[config.mk]
export PLATFORM = sky130hd
export DESIGN_NAME = ball_motion_ctrl
export DESIGN_NICKNAME = d
export VERILOG_FILES = /design/src/rtl/ball_motion_ctrl.sv
export SDC_FILE = /design/constraint.sdc
export NUM_CORES = 1
export LEC_CHECK = 0
export CORE_AREA = 2 2 110 112
export DETAILED_ROUTE_END_ITERATION = 10
export DIE_AREA = 0 0 112 114
export GPL_TIMING_DRIVEN = 1
export SLEW_MARGIN = 20
export SYNTH_ARGS = -nofsm -noshare
export SYNTH_HDL_FRONTEND = slang
export SYNTH_SLANG_ARGS = --single-unit
[constraint.sdc]
create_clock -name clk -period 3.8 [get_ports clk]
set_clock_uncertainty 0.05 [all_clocks]
set_input_delay 0.57 -clock clk [delete_from_list [all_inputs] [get_ports clk]]
set_output_delay 0.57 -clock clk [all_outputs]
set_load 0.02 [all_outputs]
[src/rtl/ball_motion_ctrl.sv]
// Ball motion sequencer.
// Issues one 4-bit movement control word per frame step for the ball register.
// It also detects wall bounces, paddle hits and misses, runs the serve
// countdown and pulses the score outputs.
//
// state  | meaning
// -------+-----------------------------------------------------------
// IDLE   | parked; waits for game_en on a frame tick
// SERVE  | counts SERVE_FRAMES frame ticks before the ball is released
// MOVE   | one bounce/hit/miss evaluation per frame tick
// SCORE  | one cycle: recentre, pulse score, aim next serve at loser
module ball_motion_ctrl #(
   parameter logic [9:0] TOP_WALL     = 10'd8,
   parameter logic [9:0] BOTTOM_WALL  = 10'd472,
   parameter logic [9:0] LEFT_PAD_X   = 10'd16,
   parameter logic [9:0] RIGHT_PAD_X  = 10'd624,
   parameter logic [9:0] PAD_HALF     = 10'd32,
   parameter logic [9:0] BALL_HALF    = 10'd4,
   parameter logic [7:0] SERVE_FRAMES = 8'd120
) (
   input  logic       clk,
   input  logic       reset_n,
   input  logic       frame_tick,
   input  logic       game_en,
   input  logic [9:0] ball_center_x,
   input  logic [9:0] ball_center_y,
   input  logic [9:0] paddle_l_y,
   input  logic [9:0] paddle_r_y,
   output logic [3:0] cw_ballMovement,
   output logic       score_l,
   output logic       score_r,
   output logic [1:0] state_o
);

   typedef enum logic [1:0] {
      ST_IDLE  = 2'd0,
      ST_SERVE = 2'd1,
      ST_MOVE  = 2'd2,
      ST_SCORE = 2'd3
   } state_t;

   localparam logic [3:0] CW_HOLD     = 4'b0000;
   localparam logic [3:0] CW_DR       = 4'b0001;
   localparam logic [3:0] CW_UL       = 4'b0010;
   localparam logic [3:0] CW_DL       = 4'b0011;
   localparam logic [3:0] CW_UR       = 4'b0100;
   localparam logic [3:0] CW_RECENTRE = 4'b0101;

   // Paddle reach: centre distance at which ball and paddle still overlap.
   localparam logic [10:0] REACH = {1'b0, PAD_HALF} + {1'b0, BALL_HALF};

   // Direction encoding: dx 1 = right, 0 = left; dy 1 = down, 0 = up.
   state_t      state_q;
   logic [7:0]  cnt_q;
   logic        dx_q;
   logic        dy_q;
   logic        win_l_q;   // latched on a miss: 1 = left player scores
   logic [3:0]  cw_q;
   logic        score_l_q;
   logic        score_r_q;

   logic        top_hit;
   logic        bot_hit;
   logic        left_contact;
   logic        right_contact;
   logic [10:0] bot_edge;
   logic [10:0] right_edge;
   logic [10:0] diff_l;
   logic [10:0] diff_r;
   logic        hit_l;
   logic        hit_r;
   logic        move_dx_d;
   logic        move_dy_d;
   logic        miss_d;
   logic        miss_win_l_d;

   function automatic logic [3:0] dir_code(input logic dx, input logic dy);
      logic [3:0] c;
      case ({dx, dy})
         2'b11:   c = CW_DR;
         2'b00:   c = CW_UL;
         2'b01:   c = CW_DL;
         default: c = CW_UR;
      endcase
      return c;
   endfunction

   // Evaluate bounce / paddle outcome against the current ball and paddle inputs.
   always_comb begin
      bot_edge      = {1'b0, ball_center_y} + {1'b0, BALL_HALF};
      right_edge    = {1'b0, ball_center_x} + {1'b0, BALL_HALF};
      // A centre closer than BALL_HALF to zero would wrap; that is a top/left contact anyway.
      top_hit       = (ball_center_y < BALL_HALF) ||
                      ((ball_center_y - BALL_HALF) <= TOP_WALL);
      bot_hit       = bot_edge >= {1'b0, BOTTOM_WALL};
      left_contact  = (ball_center_x < BALL_HALF) ||
                      ((ball_center_x - BALL_HALF) <= LEFT_PAD_X);
      right_contact = right_edge >= {1'b0, RIGHT_PAD_X};

      diff_l = (ball_center_y >= paddle_l_y) ?
               {1'b0, ball_center_y - paddle_l_y} : {1'b0, paddle_l_y - ball_center_y};
      diff_r = (ball_center_y >= paddle_r_y) ?
               {1'b0, ball_center_y - paddle_r_y} : {1'b0, paddle_r_y - ball_center_y};
      hit_l  = diff_l <= REACH;
      hit_r  = diff_r <= REACH;

      move_dy_d = dy_q;
      if (top_hit) begin
         move_dy_d = 1'b1;
      end else if (bot_hit) begin
         move_dy_d = 1'b0;
      end

      move_dx_d    = dx_q;
      miss_d       = 1'b0;
      miss_win_l_d = 1'b0;
      if (!dx_q && left_contact) begin
         if (hit_l) begin
            move_dx_d = 1'b1;
         end else begin
            miss_d       = 1'b1;
            miss_win_l_d = 1'b0;
         end
      end else if (dx_q && right_contact) begin
         if (hit_r) begin
            move_dx_d = 1'b0;
         end else begin
            miss_d       = 1'b1;
            miss_win_l_d = 1'b1;
         end
      end
   end

   // Sequencer FSM with registered control word and score pulses.
   always_ff @(posedge clk) begin
      if (!reset_n) begin
         state_q   <= ST_IDLE;
         cnt_q     <= 8'd0;
         dx_q      <= 1'b1;
         dy_q      <= 1'b1;
         win_l_q   <= 1'b0;
         cw_q      <= CW_HOLD;
         score_l_q <= 1'b0;
         score_r_q <= 1'b0;
      end else begin
         cw_q      <= CW_HOLD;
         score_l_q <= 1'b0;
         score_r_q <= 1'b0;
         case (state_q)
            ST_IDLE: begin
               if (frame_tick && game_en) begin
                  state_q <= ST_SERVE;
                  cnt_q   <= 8'd0;
               end
            end
            ST_SERVE: begin
               if (!game_en) begin
                  cw_q    <= CW_RECENTRE;
                  state_q <= ST_IDLE;
               end else if (frame_tick) begin
                  if (cnt_q == SERVE_FRAMES - 8'd1) begin
                     state_q <= ST_MOVE;
                  end
                  if (cnt_q != 8'hFF) begin
                     cnt_q <= cnt_q + 8'd1;
                  end
               end
            end
            ST_MOVE: begin
               if (!game_en) begin
                  cw_q    <= CW_RECENTRE;
                  state_q <= ST_IDLE;
               end else if (frame_tick) begin
                  dy_q <= move_dy_d;
                  if (miss_d) begin
                     win_l_q <= miss_win_l_d;
                     state_q <= ST_SCORE;
                  end else begin
                     dx_q <= move_dx_d;
                     cw_q <= dir_code(move_dx_d, move_dy_d);
                  end
               end
            end
            default: begin
               if (!game_en) begin
                  cw_q    <= CW_RECENTRE;
                  state_q <= ST_IDLE;
               end else begin
                  cw_q      <= CW_RECENTRE;
                  score_l_q <= win_l_q;
                  score_r_q <= !win_l_q;
                  // Next serve heads toward whoever conceded.
                  dx_q      <= win_l_q;
                  dy_q      <= 1'b1;
                  cnt_q     <= 8'd0;
                  state_q   <= ST_SERVE;
               end
            end
         endcase
      end
   end

   assign cw_ballMovement = cw_q;
   assign score_l         = score_l_q;
   assign score_r         = score_r_q;
   assign state_o         = state_q;

endmodule
==> results of run 1 <==
-- sequential cells by signal, indices dropped and copies added (netlist names) --
register and flops:
win_l_q 1, dy_q 1, cw_ballMovement 3, score_r 1
score_l 1, cnt_q 8, state_o 2, dx_q 1
-- per-stage QoR --
step	instances	cell area (um^2)	hold WS, ns	setup slack, ns
detailed placement	651	4100	0.438	0.00896
global placement	651	4100	0.414	0.000914
finish	655	4190	0.450	0.228
global route	655	4190	0.456	0.0501
floorplan	454	3390	0.369	0.889
CTS	655	4190	0.445	0.270
-- worst paths after layout --
kind	slack [ns]	from	endpoint
max	0.23	ball_center_y[1]	cw_ballMovement[1]$_SDFF_PN0_
min reg2reg	0.45	cnt_q[1]$_SDFFE_PN0P_	cnt_q[1]$_SDFFE_PN0P_
min	0.45	cnt_q[1]$_SDFFE_PN0P_	cnt_q[1]$_SDFFE_PN0P_
max reg2reg	1.63	state_o[0]$_SDFFE_PN0P_	cnt_q[5]$_SDFFE_PN0P_
-- cell type report --
class / instances / area (um^2) / area share [%]
clock buffer: 4 / 88.8 / 2.12
timing repair buffer: 67 / 628 / 15.0
sequential: 18 / 360 / 8.60
tap: 147 / 184 / 4.39
multi-input combinational: 371 / 2750 / 65.6
inverter: 48 / 180 / 4.30
-- worst max-delay path: cells and delay by family --
family | cells | cell delay (ns)
and+or+nand+nor | 4 | 0.97
AOI/OAI and AO/OA | 4 | 0.82
buffers and inverters | 2 | 0.62
muxes | 1 | 0.36
adders and majority gates | 1 | 0.34
-- cell families (layout without fill, tap and decap cells) --
family | Yosys count | count (layout) | synth area share (%)
buffers and inverters | 65 | 119 | 8.37
other | 1 | 1 | 0.111
XOR/XNOR | 19 | 19 | 4.90
AO/OA/AOI/OAI | 151 | 151 | 33.3
adder cells (fa/ha/maj) | 47 | 47 | 17.3
AND/OR/NAND/NOR | 146 | 146 | 23.2
flip-flops | 18 | 18 | 10.6
multiplexers | 7 | 7 | 2.18
-- per-layer routing --
metal	vias up	share of wire [%]
li1	1782	-
met1	1612	47
met4	0	1.1
met3	15	5.0
met5	-	0
met2	122	47
-- layout by cell type, fill, tap and decap left out, types with 4 or more instances in the layout --
cell              n
dfxtp_1          18
a31oi_1           7
o21ai_2           4
o2111ai_1         5
nand3_1          20
clkdlybuf4s50_1  50
nor2_1           35
xor2_1            8
o21a_1            7
mux2i_1           4
a21o_1            8
or3_1             4
nor4_1            5
inv_1            45
a21oi_1          26
buf_4            17
o31ai_1           4
xnor2_1          11
nor2b_1           8
o21ai_0          21
nand2_1          24
nand4_1           8
nor3_1            9
o211ai_1          8
o31a_1            4
and3_1            7
ha_1             47
o21ai_1           6
-- power groups by stage --
stage | sequential [uW] | combinational (uW) | clock [uW]
after floorplan | 237 | 465 | 0
after global placement | 226 | 667 | 0
after detailed placement | 228 | 671 | 0
after CTS | 224 | 675 | 244
after global routing | 226 | 752 | 249
final | 223 | 680 | 242
==> results by group, run 1 <==
Pwr
  – Switch share: 41.4%
  – NetSw: 474 uW
  – Pwr Density: 273 nW/um^2
  – Pwr Total: 1140 uW
  – Combinational power share: 59.4%
  – VDD IR-drop max: 251 uV
  – Clock network fraction of total power: 21.1%
  – Leakage power: 0.00176 uW
  – Internal Dissipation: 670 uW
  – Share of power burned in registers: 19.5%

Route
  – Initial drt markers: 273
  – Post-route antenna net violation count: 0
  – Vias per cell: 5.39
  – Drc violations: 0
  – Wire length per cell: 14.3 um
  – Final WL: 9380 um
  – Drt pass-1 iters: 5
  – Via count: 3531

Setup path
  – CP Launch Type: primary input
  – Worst r2r path cells: 8
  – Crit-path most repeated cell: o21ai_2
  – Crit-path cells: clkdlybuf4s50_1 -> inv_1 -> ha_1 -> and2b_1 -> o211ai_1 -> mux2_1 -> o22ai_1 -> nand4b_1 -> o21ai_2 -> o21ai_2 -> or4_1 -> nor4_2
  – Critical path class: in -> reg
  – Worst Path Max Fanout: 4
  – WP data required: 3.92 ns
  – Worst Path Arrival: 3.69 ns
  – Crit. End Element: flop
  – Max incr delay on CP: 0.53 ns
  – Critical-path top delay cell: clkdlybuf4s50_1

Clock network
  – Resized cells post-CTS: 0
  – H-tree Lvls: 1
  – Clock transition at the registers of the reported paths: 0.06 ns
  – Setup repair bufs after CTS: 0
  – Sink Count: 18
  – Clock tree buffer depth: 2
  – CTS Hold Bufs: 0
  – CTS root buffer: clkbuf_16
  – Number of CTS-inserted buffers: 3
  – CTS tree: done
  – Clk_lat worst skew: 0.26 ns

Global route
  – GR Util met1: 19.9%
  – Met3 track demand over resource: 1.17%
  – Global-route wire length before repair: 15600 um
  – Tot GR Track Use: 14.5%
  – Pin count of the biggest net entering global routing: 14
  – Initial antenna violation count: 0
  – Vias in the first global route: 3305
  – GR Overflow Total: 0
  – Most Used Layer, Global Route: met2
  – Met2 GRT Util: 24.8%

Floorplan
  – Initial core utilization: 29.0%
  – I/O Pins: 52
  – Site row count: 40
  – Die height: 114 um
  – Core ar.: 11700 um^2
  – Die Wd: 112 um
  – Die ar.: 12800 um^2

Synthesis
  – Yosys reg bits: 18
  – Average size of a mapped cell: 7.47 um^2
  – Yosys Warn Count: 0
  – Synth unique cells: 84
  – Synth top area cells: ha_1, dfxtp_1, inv_1
  – Sequential fraction of the synthesis area: 10.6%
  – Synth area leader: ha_1
  – Top cells by count, synth: ha_1, inv_1, nor2_1, a21oi_1, nand2_1
  – Ys flop type: dfxtp_1
  – Area share of the largest cell type after synthesis: 17.3%
  – Mapped cell area: 3390 um^2
  – EDFF count, synth: 0
  – Most common cell in the synthesized netlist: ha_1
  – Mapped Nets: 545
  – Post-Syn Instances: 454
  – Post-synth ARST share: 0%

Outcome
  – Status: finished clean

Final layout
  – Layout Area Growth over Synthesis: 23.5%
  – Core Util, Final: 35.8%
  – Share of cells above drive strength 1: 9.84%
  – N_diodes: 0
  – Fillcell total: 1250
  – Final net count: 600

STA
  – Max Clk Rate: 280 MHz
  – Slew Viols, Final: 0
  – Final setup violation count: 0
  – Minimum clock period: 3.57 ns
  – Count of final hold-check violations: 0
  – RSZ-0062 raised after global routing: no
  – Period utilization: 94.0%
  – Total negative slack: 0 ns

Min path
  – Hold WC Path Type: reg -> reg
  – WHS Path Cells: 2

Placement
  – IO Port Bufs: 50
  – GPL Wtd Cong: 1.02
  – Hpwl dp: 7770 um

Flow run
  – Max-Cap Viols: 0
No activity file was read; power rests on OpenSTA's default activity.
==> run 2, diff against run 1 <==
--- a/config.mk
+++ b/config.mk
@@ -6,8 +6,10 @@
 export NUM_CORES = 1
 export LEC_CHECK = 0
 export CORE_AREA = 2 2 110 112
+export CTS_CLUSTER_DIAMETER = 100
 export DETAILED_ROUTE_END_ITERATION = 10
 export DIE_AREA = 0 0 112 114
+export GPL_ROUTABILITY_DRIVEN = 1
 export GPL_TIMING_DRIVEN = 1
 export SLEW_MARGIN = 20
 export SYNTH_ARGS = -nofsm -noshare
==> results of run 2 <==
The final DEF is identical to that of run 1; final timing and power are the same.
